$ cat src/rtl/seg7_pkg.sv
// Shared 7-segment definitions for the display encoder and the scan reader.
// Segment vectors are ordered abcdefg, with a in bit 6.
package seg7_pkg;

    typedef logic [6:0] seg_t;

    localparam seg_t SEG_0 = 7'b1111110;
    localparam seg_t SEG_1 = 7'b0110000;
    localparam seg_t SEG_2 = 7'b1101101;
    localparam seg_t SEG_3 = 7'b1111001;
    localparam seg_t SEG_4 = 7'b0110011;
    localparam seg_t SEG_5 = 7'b1011011;
    localparam seg_t SEG_6 = 7'b1011111;
    localparam seg_t SEG_7 = 7'b1110000;
    localparam seg_t SEG_8 = 7'b1111111;
    localparam seg_t SEG_9 = 7'b1111011;

    localparam logic [3:0] SEG_INVALID_CODE = 4'hF;
    localparam int NUM_DIGITS = 4;

    typedef enum logic {
        COLLECT,
        HOLD
    } state_t;

    typedef struct packed {
        logic [3:0] en;
        seg_t       seg;
    } sample_t;

    function automatic logic is_onehot(input logic [3:0] v);
        return (v != 4'b0000) && ((v & (v - 4'd1)) == 4'b0000);
    endfunction

    function automatic logic [1:0] onehot_index(input logic [3:0] v);
        logic [1:0] idx;
        case (v)
            4'b0010: idx = 2'd1;
            4'b0100: idx = 2'd2;
            4'b1000: idx = 2'd3;
            default: idx = 2'd0;
        endcase
        return idx;
    endfunction

endpackage

$ cat src/rtl/seg7_pattern_decode.sv
// Inverse of the BCD-to-7-segment encoder table.
// Unknown patterns map to the invalid code and raise the invalid flag.
module seg7_pattern_decode
    import seg7_pkg::*;
(
    input  logic [6:0] seg,
    output logic [3:0] code,
    output logic       invalid
);

    always_comb begin
        code    = SEG_INVALID_CODE;
        invalid = 1'b0;
        case (seg)
            SEG_0:   code = 4'd0;
            SEG_1:   code = 4'd1;
            SEG_2:   code = 4'd2;
            SEG_3:   code = 4'd3;
            SEG_4:   code = 4'd4;
            SEG_5:   code = 4'd5;
            SEG_6:   code = 4'd6;
            SEG_7:   code = 4'd7;
            SEG_8:   code = 4'd8;
            SEG_9:   code = 4'd9;
            default: invalid = 1'b1;
        endcase
    end

endmodule

$ cat src/rtl/seg7_scan_reader.sv
// Reads a multiplexed 4-digit 7-segment bus back into BCD digits and
// publishes each complete scan frame through a valid/ready handshake.
module seg7_scan_reader
    import seg7_pkg::*;
#(
    parameter int STABLE_CYCLES = 4
) (
    input  logic       clk,
    input  logic       rst,
    input  logic       a,
    input  logic       b,
    input  logic       c,
    input  logic       d,
    input  logic       e,
    input  logic       f,
    input  logic       g,
    input  logic [3:0] dig_en,
    input  logic       out_ready,
    output logic [3:0] d0,
    output logic [3:0] d1,
    output logic [3:0] d2,
    output logic [3:0] d3,
    output logic [3:0] err,
    output logic       out_valid,
    output logic       overrun
);

    localparam logic [7:0] STABLE = STABLE_CYCLES[7:0];

    sample_t    smp_in;
    sample_t    smp;
    logic [7:0] cnt;
    logic       seen;
    logic       at_stable;
    logic       capture;
    logic [1:0] cap_idx;

    logic [3:0] dec_code;
    logic       dec_bad;

    logic [3:0][3:0] slot;
    logic [3:0][3:0] slot_n;
    logic [3:0]      slot_err;
    logic [3:0]      err_n;
    logic [3:0]      got;
    logic [3:0]      got_n;
    logic            publish;
    logic            accept;

    state_t state;
    state_t state_n;

    assign smp_in.en  = dig_en;
    assign smp_in.seg = {a, b, c, d, e, f, g};

    // seen remembers that cnt was already saturated, so a long run fires once
    always_ff @(posedge clk) begin
        if (rst) begin
            smp  <= '0;
            cnt  <= '0;
            seen <= 1'b0;
        end else begin
            smp  <= smp_in;
            seen <= at_stable;
            if (smp_in != smp) begin
                cnt <= '0;
            end else if (cnt < STABLE) begin
                cnt <= cnt + 8'd1;
            end
        end
    end

    assign at_stable = (cnt == STABLE);
    assign capture   = at_stable && !seen && is_onehot(smp.en);
    assign cap_idx   = onehot_index(smp.en);

    seg7_pattern_decode u_dec (
        .seg     (smp.seg),
        .code    (dec_code),
        .invalid (dec_bad)
    );

    always_comb begin
        slot_n = slot;
        err_n  = slot_err;
        got_n  = got;
        if (capture) begin
            slot_n[cap_idx] = dec_code;
            err_n[cap_idx]  = dec_bad;
            got_n           = got | smp.en;
        end
    end

    assign publish = (got_n == 4'b1111);
    assign accept  = out_valid && out_ready;

    always_ff @(posedge clk) begin
        if (rst) begin
            slot     <= '0;
            slot_err <= '0;
            got      <= '0;
        end else begin
            slot     <= slot_n;
            slot_err <= err_n;
            got      <= publish ? 4'b0000 : got_n;
        end
    end

    // A publish that lands on an accepting cycle is a clean handover
    always_ff @(posedge clk) begin
        if (rst) begin
            d0      <= '0;
            d1      <= '0;
            d2      <= '0;
            d3      <= '0;
            err     <= '0;
            overrun <= 1'b0;
        end else if (publish) begin
            d0      <= slot_n[0];
            d1      <= slot_n[1];
            d2      <= slot_n[2];
            d3      <= slot_n[3];
            err     <= err_n;
            overrun <= overrun | (out_valid & ~out_ready);
        end
    end

    always_ff @(posedge clk) begin
        if (rst) begin
            state <= COLLECT;
        end else begin
            state <= state_n;
        end
    end

    always_comb begin
        state_n = state;
        unique case (state)
            COLLECT: begin
                if (publish) begin
                    state_n = HOLD;
                end
            end
            HOLD: begin
                if (!publish && accept) begin
                    state_n = COLLECT;
                end
            end
        endcase
    end

    assign out_valid = (state == HOLD);

endmodule

$ cat config.mk
export PLATFORM = sky130hd
export DESIGN_NAME = seg7_scan_reader
export DESIGN_NICKNAME = d
export VERILOG_FILES = /design/src/rtl/seg7_pkg.sv /design/src/rtl/seg7_pattern_decode.sv /design/src/rtl/seg7_scan_reader.sv
export SDC_FILE = /design/constraint.sdc
export NUM_CORES = 1
export LEC_CHECK = 0
export BUFFER_PORTS_ARGS = -buffer_cell sky130_fd_sc_hd__buf_2
export CAP_MARGIN = 25
export CORE_ASPECT_RATIO = 0.5
export CORE_UTILIZATION = 57
export DETAILED_ROUTE_END_ITERATION = 7
export GPL_ROUTABILITY_DRIVEN = 1
export PLACE_DENSITY = 0.9
export SLEW_MARGIN = 20
export SYNTH_ARGS = -nofsm -noshare
export SYNTH_HDL_FRONTEND = slang
export SYNTH_SLANG_ARGS = --single-unit
$ cat constraint.sdc
create_clock -name clk -period 2.88 [get_ports clk]
set_input_delay 0.864 -clock clk [delete_from_list [all_inputs] [get_ports clk]]
set_output_delay 0.864 -clock clk [all_outputs]
set_load 0.005 [all_outputs]
; Yosys cells after proc, flatten, opt, wreduce, memory -nomap -nowiden
; Cells that the tools add are included.
; Widths: inputs -> output; s select.
[totals]
regBits = 66
wordCells = 72
out_inout_bits = 22
in_bits = 14
[op_classes]
n_lt_le_gt_ge = 3
mux = 15
n_bitwise = 6
n_reduce_logical = 13
add_sub_neg = 2
eq_ne = 16
[op_table]
columns = cell, count
row1 = $eq 7x7->1 const B, 8
row2 = $pmux 4 s10, 1
row3 = $bwmux 16, 1
row4 = $mux 16, 1
row5 = $eq 7x6->1 const B, 2
row6 = $mux 4, 3
row7 = $ne 11x11->1, 1
row8 = $reduce_or 10->1, 1
row9 = $add 8x1->8 const B, 1
row10 = $demux 4 s2, 1
row11 = $eq 4x4->1 const B, 2
row12 = $eq 8x3->1 const B, 1
row13 = $lt 8x3->1 const B, 1
row14 = $logic_and 1x1->1, 6
row15 = $pmux 2 s3, 1
row16 = $and 4x4->4, 1
row17 = $bwmux 4, 1
row18 = $eq 4x2->1 const B, 1
row19 = $eq 4x3->1 const B, 1
row20 = $logic_not 4->1, 1
row21 = $mux 1, 4
row22 = $or 4x4->4, 1
row23 = $reduce_bool 4->1, 1
row24 = $reduce_or 2->1, 2
row25 = 9 further kinds, 11

; Depth between registers and ports, before layout
[logic_depth]
word_depth = 11
mapped_depth = 9
depth_no_buf = 8

; Hierarchy
; A second synthesis with hierarchy kept.
[hier_totals]
hier_cells = 261
hier_area_um2 = 2829.0
[by_module_without_submodules]
columns = module, instances, seq_area_each_um2, cells_each, area_per_inst_um2
row1 = seg7_scan_reader, 1, 1321.3, 231, 2637.5
row2 = seg7_pattern_decode, 1, 0.0, 30, 191.4

; Worst setup path after synthesis
; OpenSTA, ideal clock, no wires.
[synth_path]
path_type = flip-flop to flip-flop
startpoint = reg cnt[3]
endpoint = reg d0[1]
slack_ps = 663
setup_time_ps = 81
stages_incl_launch_ff = 8
required_ps = 2799
t_arrival_ps = 2136
n_path_buf = 1
synth_period_minus_slack_ps = 2217
path_cell_list = dfxtp_1 > or4_4 > nor4_4 > nor2_2 > nor3_4 > buf_6 > nor2_1 > a211oi_2
[synth_between]
elab_chain_len = 5
word_cells_on_any_way = 6
classes_between = eq/ne (2) / mux (2) / reduce/logical (2)
[synth_lines]
columns = element, line_no
row1 = from (decl), seg7_scan_reader.sv:32  ; logic [7:0] cnt;
row2 = from (signal assigned), seg7_scan_reader.sv:68  ; cnt <= cnt + 8'd1;
row3 = $eq 8x3->1 (*), seg7_scan_reader.sv:73  ; assign at_stable = (cnt == STABLE);
row4 = $logic_and 1x1->1 (*) (2 in series), seg7_scan_reader.sv:74  ; assign capture = at_stable && !seen && is_onehot(smp.en);
row5 = $mux 4, seg7_scan_reader.sv:87  ; if (capture) begin
row6 = $eq 4x4->1, seg7_scan_reader.sv:94  ; assign publish = (got_n == 4'b1111);
row7 = to (signal assigned), seg7_scan_reader.sv:119  ; d0 <= slot_n[0];
row8 = to (decl), seg7_scan_reader.sv:19  ; output logic [3:0] d0,
; Mark *: on every way between the ends. The rest lies on a longest branch, timed or not.
; A chain may end at the register's enable or synchronous reset.

; Worst setup path after layout
[layout_path]
startpoint = reg cnt[0]
endpoint = reg d2[1]
[layout_between]
elab_chain_len = 5
word_cells_on_any_way = 6
classes_between = eq/ne (2) / mux (2) / reduce/logical (2)
[layout_lines]
columns = element, line_no
row1 = $eq 8x3->1 (*), seg7_scan_reader.sv:73
row2 = $logic_and 1x1->1 (*) (2 in series), seg7_scan_reader.sv:74
row3 = $mux 4, seg7_scan_reader.sv:87
row4 = $eq 4x4->1, seg7_scan_reader.sv:94
row5 = to (signal assigned), seg7_scan_reader.sv:121  ; d2 <= slot_n[2];
row6 = to (decl), seg7_scan_reader.sv:21  ; output logic [3:0] d2,
; Marks and branches as above.

==> impl_metrics.env <==
export IMPL_clk_pin_slew_ps=70
export IMPL_crit_path_end_kind="flip-flop"
export IMPL_grt_overflow_total=0
export IMPL_hold_viol=0
export IMPL_clock_latency_ps=350
export IMPL_coreArea_mm2=0.004531
export IMPL_first_global_vias=2079
export IMPL_fin_nets=342
export IMPL_start_util_pct=60.95
export IMPL_start_kind="flip-flop"
export IMPL_area_delta_synth_final_pct=16.58
export IMPL_setup_viol=0
export IMPL_synth_cell_area_mm2=0.002761
export IMPL_drtIter0Drc=112
export IMPL_ctsHoldBuffers=0
export IMPL_gp_congestion=0.9237
export IMPL_worstSetupPathType="reg -> reg"
export IMPL_yosysUniqueCellTypes=48
export IMPL_dr_pass1_iters=4
export IMPL_diodes=0
export IMPL_async_flop_share_pct=0
export IMPL_cts_sinks=66
export IMPL_num_rows=17
export IMPL_outcome="complete, no violations"
export IMPL_dr_total_vias=2187
export IMPL_period_minus_slack_ps=2640
export IMPL_grt_setup_unrepaired="no"
export IMPL_syn_inst=288
export IMPL_portBuffers=35
export IMPL_critPathRequiredTime_ps=3140
export IMPL_drc_errors=0
export IMPL_antenna_found_initial=0
export IMPL_wl_um=6062
export IMPL_stdcell_count=397
export IMPL_power_density_mw_per_mm2=563.6
export IMPL_worstPathMaxFanout=42
export IMPL_ir_worst_vdd_mv=0.3095
export IMPL_cts_resized=0
export IMPL_synth_avg_cell_area_um2=9.588
export IMPL_top_register="slot"
export IMPL_report_final_slew_viol_count=0
export IMPL_worst_pin_slew_ps=780.0
export IMPL_final_setup_tns_ps=0
export IMPL_max_cap_violations=0
export IMPL_ioPinCount=36
export IMPL_postCtsSetupRepairBufs=0
export IMPL_synthFlopType="dfxtp_1"
export IMPL_r2r_slack_ps=240
export IMPL_final_util_pct=71.06
export IMPL_wl_per_cell_um=15.27
export IMPL_grt_max_degree=43
export IMPL_fp_dieH_um=51.22
export IMPL_max_clock_path_buffers=2
export IMPL_grt_use_total_pct=25.73
export IMPL_root_buffer="clkbuf_8"
export IMPL_cts_htree_levels=3
export IMPL_finClkSkew_ps=5.678
export IMPL_dp_cells=381
export IMPL_arrival_ps=2900
export IMPL_ys_seq_elements=66
export IMPL_synth_edf_count=0
export IMPL_power_total_uw=1814
export IMPL_total_leakage_power_uw=0.001226
export IMPL_reg_largest_list="slot: 16 flops, smp: 11 flops, cnt: 8 flops"
export IMPL_drive_above_1_share_pct=24.47
export IMPL_synth_nets=304
export IMPL_max_freq_ghz=0.3788
export IMPL_ys_seq_area_share_pct=47.85
export IMPL_largest_reg_flops=16
export IMPL_ant_nets=0
export IMPL_ys_warn_count=0
export IMPL_die_w_um=100.4
export IMPL_post_route_period_util_pct=91.67
export IMPL_vias_per_cell=5.509
export IMPL_hp_class="reg -> reg"
export IMPL_final_common_cell="dfxtp_1"
export IMPL_die_area_mm2=0.005144
export IMPL_grt_pass1_wl_um=9791
export IMPL_cts_tree="built"
export IMPL_max_slew_margin_pct=47.89
export IMPL_final_cell_mix="66 x dfxtp_1, 49 x nor2_1, 35 x buf_2"
export IMPL_dp_hpwl_um=3900
export IMPL_cts_buffers=9
-- stage by stage --
step | hold slack (ps) | instance area (µm²) | worst slack [ps]
after global placement | 443.0 | 3007 | 506.5
after floorplan | 447.5 | 2761 | 662.6
after global routing | 486.4 | 3219 | 84.26
after detailed placement | 455.3 | 3007 | 371.0
after CTS | 467.0 | 3219 | 271.0
final | 468.3 | 3219 | 239.8
-- kinds of logic (layout without fill, tap and decap cells) --
logic type	Yosys count	in the layout	share of synthesized area [%]
AND/OR/NAND/NOR	125	125	25.37
flip-flops	66	66	47.85
AO/OA/AOI/OAI	47	47	13.82
buffers and inverters	25	68	4.304
XOR/XNOR	13	13	4.123
multiplexers	10	10	3.625
adder cells (fa/ha/maj)	2	2	0.9061
-- power by group --
part / internal [µW] / total (µW) / leakage, µW / switching (µW)
Combinational: 29.9 / 64.0 / 0.000594 / 34.1
Sequential: 920 / 936 / 0.000534 / 16.0
Clock: 449 / 814 / 0.0000982 / 365
Total: 1400 / 1810 / 0.00123 / 415
-- worst paths after layout --
| check | from | endpoint | cells after the start |
|---|---|---|---|
| worst max-delay path | cnt[0] | d2[1] | 9 |
| worst min-delay path | overrun | overrun | 2 |
| worst min register to register | overrun | overrun | 2 |
| worst max register to register | cnt[0] | d2[1] | 9 |
-- per-layer routing --
| metal | vias up | part of all wire [%] | track usage [%] |
|---|---|---|---|
| met5 | - | 0 | 0 |
| met4 | 0 | 1.9 | 10.39 |
| met3 | 13 | 4.0 | 8.892 |
| met2 | 61 | 48 | 42.58 |
| met1 | 1043 | 46 | 31.08 |
| li1 | 1070 | - | - |
-- worst max-delay path: stages, from the launching register on --
cell	delay, ps
dfxtp_1	320
inv_1	90
ha_1	200
nor4bb_1	530
and4_1	370
a22oi_1	180
nor3_4	280
buf_12	260
nor2_1	90
a211oi_2	240
-- synth_stat cells (3+ instances only) --
cell | n | share of area [%]
nand2_1 | 6 | 0.82
nor3_1 | 15 | 2.7
xor2_1 | 3 | 0.95
mux2i_1 | 10 | 3.6
dfxtp_1 | 66 | 48
nor3b_1 | 3 | 0.82
nor2b_1 | 15 | 3.4
a211oi_2 | 14 | 6.3
clkbuf_1 | 10 | 1.4
nand4_1 | 4 | 0.91
xnor2_1 | 10 | 3.2
and2_1 | 6 | 1.4
nor2_1 | 49 | 6.7
a21oi_1 | 13 | 2.4
inv_1 | 9 | 1.2
nand2b_1 | 5 | 1.1
nand3b_1 | 3 | 0.82
a211oi_1 | 3 | 0.82
o21ai_0 | 5 | 0.91
-- final cells by class --
cell class	instances	area, µm²
sequential	66	1321
multi-input combinational	197	1321
fill	318	1311
timing repair buffer	43	247.7
clock buffer	11	151.4
tap	66	82.58
clock inverter	5	61.31
inverter	9	33.78
(Power assumes the default switching activity.)
